File: src/rtl/fifo_serial_tx.sv
// fifo_serial_tx: pops items from a FIFO read port and sends each one as a
// framed, LSB-first serial word (start, data, optional even parity, stop).
module fifo_serial_tx #(
    parameter int SIZE       = 2,
    parameter int BIT_PERIOD = 4,
    parameter int PARITY     = 0
) (
    input  logic            clk,
    input  logic            reset,
    input  logic            en,
    input  logic            empty,
    input  logic [SIZE-1:0] item_in,
    output logic            read,
    output logic            tx,
    output logic            busy,
    output logic [7:0]      frame_count
);
    localparam int TW = (BIT_PERIOD > 1) ? $clog2(BIT_PERIOD) : 1;
    localparam int IW = (SIZE > 1) ? $clog2(SIZE) : 1;
    localparam logic [TW-1:0] T_LAST = TW'(BIT_PERIOD - 1);
    localparam logic [IW-1:0] I_LAST = IW'(SIZE - 1);

    typedef enum logic [2:0] {IDLE, START, DATA, PAR, STOP} state_t;

    state_t          state, state_d;
    logic [TW-1:0]   timer, timer_d;
    logic [IW-1:0]   idx, idx_d;
    logic [SIZE-1:0] shreg, shreg_d;
    logic            par_bit, par_bit_d;
    logic            tx_d;
    logic            bit_end;
    logic            last_stop;
    logic            load;

    assign bit_end   = (timer == T_LAST);
    assign last_stop = (state == STOP) && bit_end;
    assign load      = en && !empty && ((state == IDLE) || last_stop);

    // State, datapath and line registers; reset abandons any partial frame
    always_ff @(posedge clk or posedge reset) begin
        if (reset) begin
            state       <= IDLE;
            timer       <= '0;
            idx         <= '0;
            shreg       <= '0;
            par_bit     <= 1'b0;
            tx          <= 1'b1;
            frame_count <= '0;
        end else begin
            state   <= state_d;
            timer   <= timer_d;
            idx     <= idx_d;
            shreg   <= shreg_d;
            par_bit <= par_bit_d;
            tx      <= tx_d;
            if (last_stop) begin
                frame_count <= frame_count + 8'd1;
            end
        end
    end

    // Next-state and next-datapath values; a load overrides the bit sequencing
    always_comb begin
        state_d   = state;
        timer_d   = timer;
        idx_d     = idx;
        shreg_d   = shreg;
        par_bit_d = par_bit;
        if (state != IDLE) begin
            timer_d = bit_end ? '0 : timer + 1'b1;
        end
        case (state)
            IDLE:  state_d = IDLE;
            START: begin
                if (bit_end) begin
                    state_d = DATA;
                    idx_d   = '0;
                end
            end
            DATA: begin
                if (bit_end) begin
                    shreg_d = shreg >> 1;
                    if (idx == I_LAST) begin
                        idx_d   = '0;
                        state_d = (PARITY != 0) ? PAR : STOP;
                    end else begin
                        idx_d = idx + 1'b1;
                    end
                end
            end
            PAR: begin
                if (bit_end) begin
                    state_d = STOP;
                end
            end
            STOP: begin
                if (bit_end) begin
                    state_d = IDLE;
                end
            end
            default: state_d = IDLE;
        endcase
        if (load) begin
            state_d   = START;
            timer_d   = '0;
            idx_d     = '0;
            shreg_d   = item_in;
            par_bit_d = ^item_in;
        end
    end

    // Outputs: pop request, busy flag, and the line value for the upcoming cycle
    always_comb begin
        read = load && !reset;
        busy = (state != IDLE);
        case (state_d)
            START:   tx_d = 1'b0;
            DATA:    tx_d = shreg_d[0];
            PAR:     tx_d = par_bit_d;
            default: tx_d = 1'b1;
        endcase
    end
endmodule

File: config.mk
export PLATFORM = sky130hd
export DESIGN_NAME = fifo_serial_tx
export DESIGN_NICKNAME = d
export VERILOG_FILES = /design/src/rtl/fifo_serial_tx.sv
export SDC_FILE = /design/constraint.sdc
export NUM_CORES = 1
export LEC_CHECK = 0
export ABC_AREA = 0
export BUFFER_PORTS_ARGS = -buffer_cell sky130_fd_sc_hd__buf_4
export CORE_MARGIN = 5
export CORE_UTILIZATION = 35
export CTS_BUF_LIST = sky130_fd_sc_hd__clkbuf_16
export CTS_CLUSTER_DIAMETER = 60
export CTS_CLUSTER_SIZE = 16
export DETAILED_ROUTE_END_ITERATION = 8
export GPL_TIMING_DRIVEN = 1
export PLACE_DENSITY_LB_ADDON = 0.3
export SETUP_SLACK_MARGIN = 0.5
export SLEW_MARGIN = 25
export SYNTH_ARGS = -nofsm -noshare
export SYNTH_HDL_FRONTEND = slang
export SYNTH_SLANG_ARGS = --single-unit
export TNS_END_PERCENT = 1
File: constraint.sdc
create_clock -name clk -period 2.9 [get_ports clk]
set_input_delay 0.58 -clock clk [delete_from_list [all_inputs] [get_ports clk]]
set_output_delay 0.58 -clock clk [all_outputs]
set_load 0.05 [all_outputs]
==> run metrics <==
outcome=finished, final reports clean; core area=2686 sq um; RSZ-0062 raised after global routing=false; Required @ worst endpoint=about 2.3 ns; synth warn=0; P&R area growth vs syn=25.03%; routed via count=701; Synth area leaders=dfrtp_1, xnor2_1, ha_1; clock-pin slew on the worst setup and hold paths=0.05 ns; Syn Std Cell Area=954.7 sq um; nets=116; Worst-Margin Slew=0.4274 ns; Filler cells=about 260; clk buf depth=2; worst-path fanout max=9; # DRC=0; power per cell area=966.8 nW/um^2; Max Fclk=around 440 MHz; Cell Area, Placed=1094 sq um; share of cells above drive strength 1=26.42%; Worst setup EP type=primary output; final number of max-transition violations=0; Post-DRT Antenna Nets=0; CP Class=reg -> out; CTS tree=done; Crit path arrival time=roughly 1.7 ns; Fin Clk Skew=0.003311 ns; footprint of the multi-input gates=approximately 480 sq um; Mean Syn Cell Area=between 10 and 15 sq um; TNS Setup=0 ns; initial core utilization=~36%; leakage=0.5713 nW; Design Power=1.154 mW; final hold violation count=0; number of buffers created by CTS=3; Port Buffers=16; gr ovfl total=0; FF/Latch Area=roughly 450 sq um; fin area=1194 sq um; drt pass-1 iters=4; Post-synth top flop=dfrtp_1; WL per Instance=between 10 and 15 um; first-pass GRT wire length=about 3.0 mm; asr flop ratio synth=100.0%; Die Area=3872 sq um; setup violators final=0; vias per std cell=5.117; drt initial violations=16; top-area cell type share of the netlist area=approximately 45%; Die Height=62.23 um; min Tclk post-route=2.262 ns; Tot GR Track Use=9.696%; # rows=19; number of flops mapped to enable cells by yosys=0; H-tree depth=1; initial antenna violation count=0; Worst VDD drop=457.8 uV; crit path launch type=flop; # diodes=0; register area share after synthesis=47.31%; Max Cap Viol=0; DP Wirelength=1.184 mm; relative slew slack=roughly 72%; Layout Utilization=44.43%; Root Driver=clkbuf_16; Yosys top cell by area=dfrtp_1; largest net degree at the start of global routing=19; worst skew pair latency=0.25 ns; FF-to-FF Start=timer[0]; WL final=1.774 mm; Seq cells post-synth=18; Cell variety after synth=39; Post-Synthesis Cells=88; chip width=just over 60 um; RePlAce Congestion=0.7263; Worst Setup SP=timer[0]; hold buffers post-CTS=0; Hold/Removal Path Class=in -> async; Tcrit/Tclk final=about four fifths; total I/O pin count=17; Syn Nets=97; TritonCTS Sinks=18; vias in the first global route=676
flip-flops by register name, summed over array words and instances, names as in the netlist:
signal and flops:
shreg 2, tx 1, state 3, idx 1, frame_count 8, timer 2
par_bit 1
per-stage QoR:
stage,setup slack (ns),cells,hold slack [ns]
after floorplan,0.6896,88,0.4861
after global placement,0.6345,132,0.4639
after detailed placement,0.6377,132,0.4755
after CTS,0.5468,137,0.3661
after global routing,0.5349,137,0.3872
final,0.6375,137,0.3566
path summary, 6_finish.rpt:
path                             endpoint  slack, ns  cells past startpoint
setup / recovery                     read       0.64                      5
max in group asynchronous              tx       2.28                      3
hold reg to reg            frame_count[7]       0.48                      1
min in group clk           frame_count[7]       0.48                      1
setup reg to reg                       tx       1.19                      6
hold / removal             frame_count[0]       0.36                      3
what timing repair did:
item                                    4_1_cts  5_1_grt
resized for setup                             1        2
pin swaps                                     1        0
cloned                                        0        0
setup buffers                                 1        0
endpoints found under the setup margin        1        1
cells in the final DEF (no fill, tap or decap), types with 2 or more instances in the layout:
cell        n
nand2_1     6
xnor2_1     5
a21oi_1     6
nor3_1      2
a21o_1      2
clkbuf_16   3
nor2b_1     2
mux2i_1     2
nand2b_1    3
nor2_1      6
ha_1        2
dfrtp_1    16
nand3_1     2
inv_1       3
and4_1      2
xor2_1      3
buf_4      18
layer usage:
metal	part of all wire, %	track usage (%)	up-vias
met2	45	14.12	12
met4	3.0	7.317	0
met1	48	11.98	339
met3	4.0	2.703	5
li1	-	-	345
met5	0	0	-
layout make-up:
class	instances	share of cell area, %
Clock inverter	1	0.3145
Multi-Input combinational cell	63	39.94
Inverter	3	0.9434
Tap cell	31	3.249
Sequential cell	18	37.95
Clock buffer	3	6.289
Timing Repair Buffer	18	11.32
synthesized netlist by cell type, types with 2 or more instances:
| library cell | instances |
|---|---|
| a21oi_1 | 6 |
| mux2i_1 | 2 |
| nor2_1 | 6 |
| nor3_1 | 2 |
| inv_1 | 3 |
| dfrtp_1 | 17 |
| ha_1 | 3 |
| xor2_1 | 3 |
| a21o_1 | 2 |
| and4_1 | 2 |
| nand2b_1 | 3 |
| xnor2_1 | 5 |
| nor2b_1 | 2 |
| nand3_1 | 2 |
| nand2_1 | 6 |
kinds of logic after synthesis:
group                      count (synthesis)  share of synthesized area [%]
AOI/OAI and AO/OA                         16                          12.45
xor gates and xnor gates                   8                          7.340
and+or+nand+nor                           33                          21.63
adders and majority gates                  3                          3.932
muxes                                      3                          3.277
DFF                                       18                          47.31
buffers and inverters                      7                          4.062
critical path, stage by stage (launching register included):
cell	delay, ns
dfrtp_2	0.41
ha_4	0.19
and2b_1	0.23
nor4_4	0.25
and2_1	0.17
buf_4	0.19
where the power goes:
part / switching (mW) / internal [mW]
sequential: 0.0953 / 0.329
combinational: 0.258 / 0.193
clock: 0.0944 / 0.183
Power figures use the tool's default switching activity.
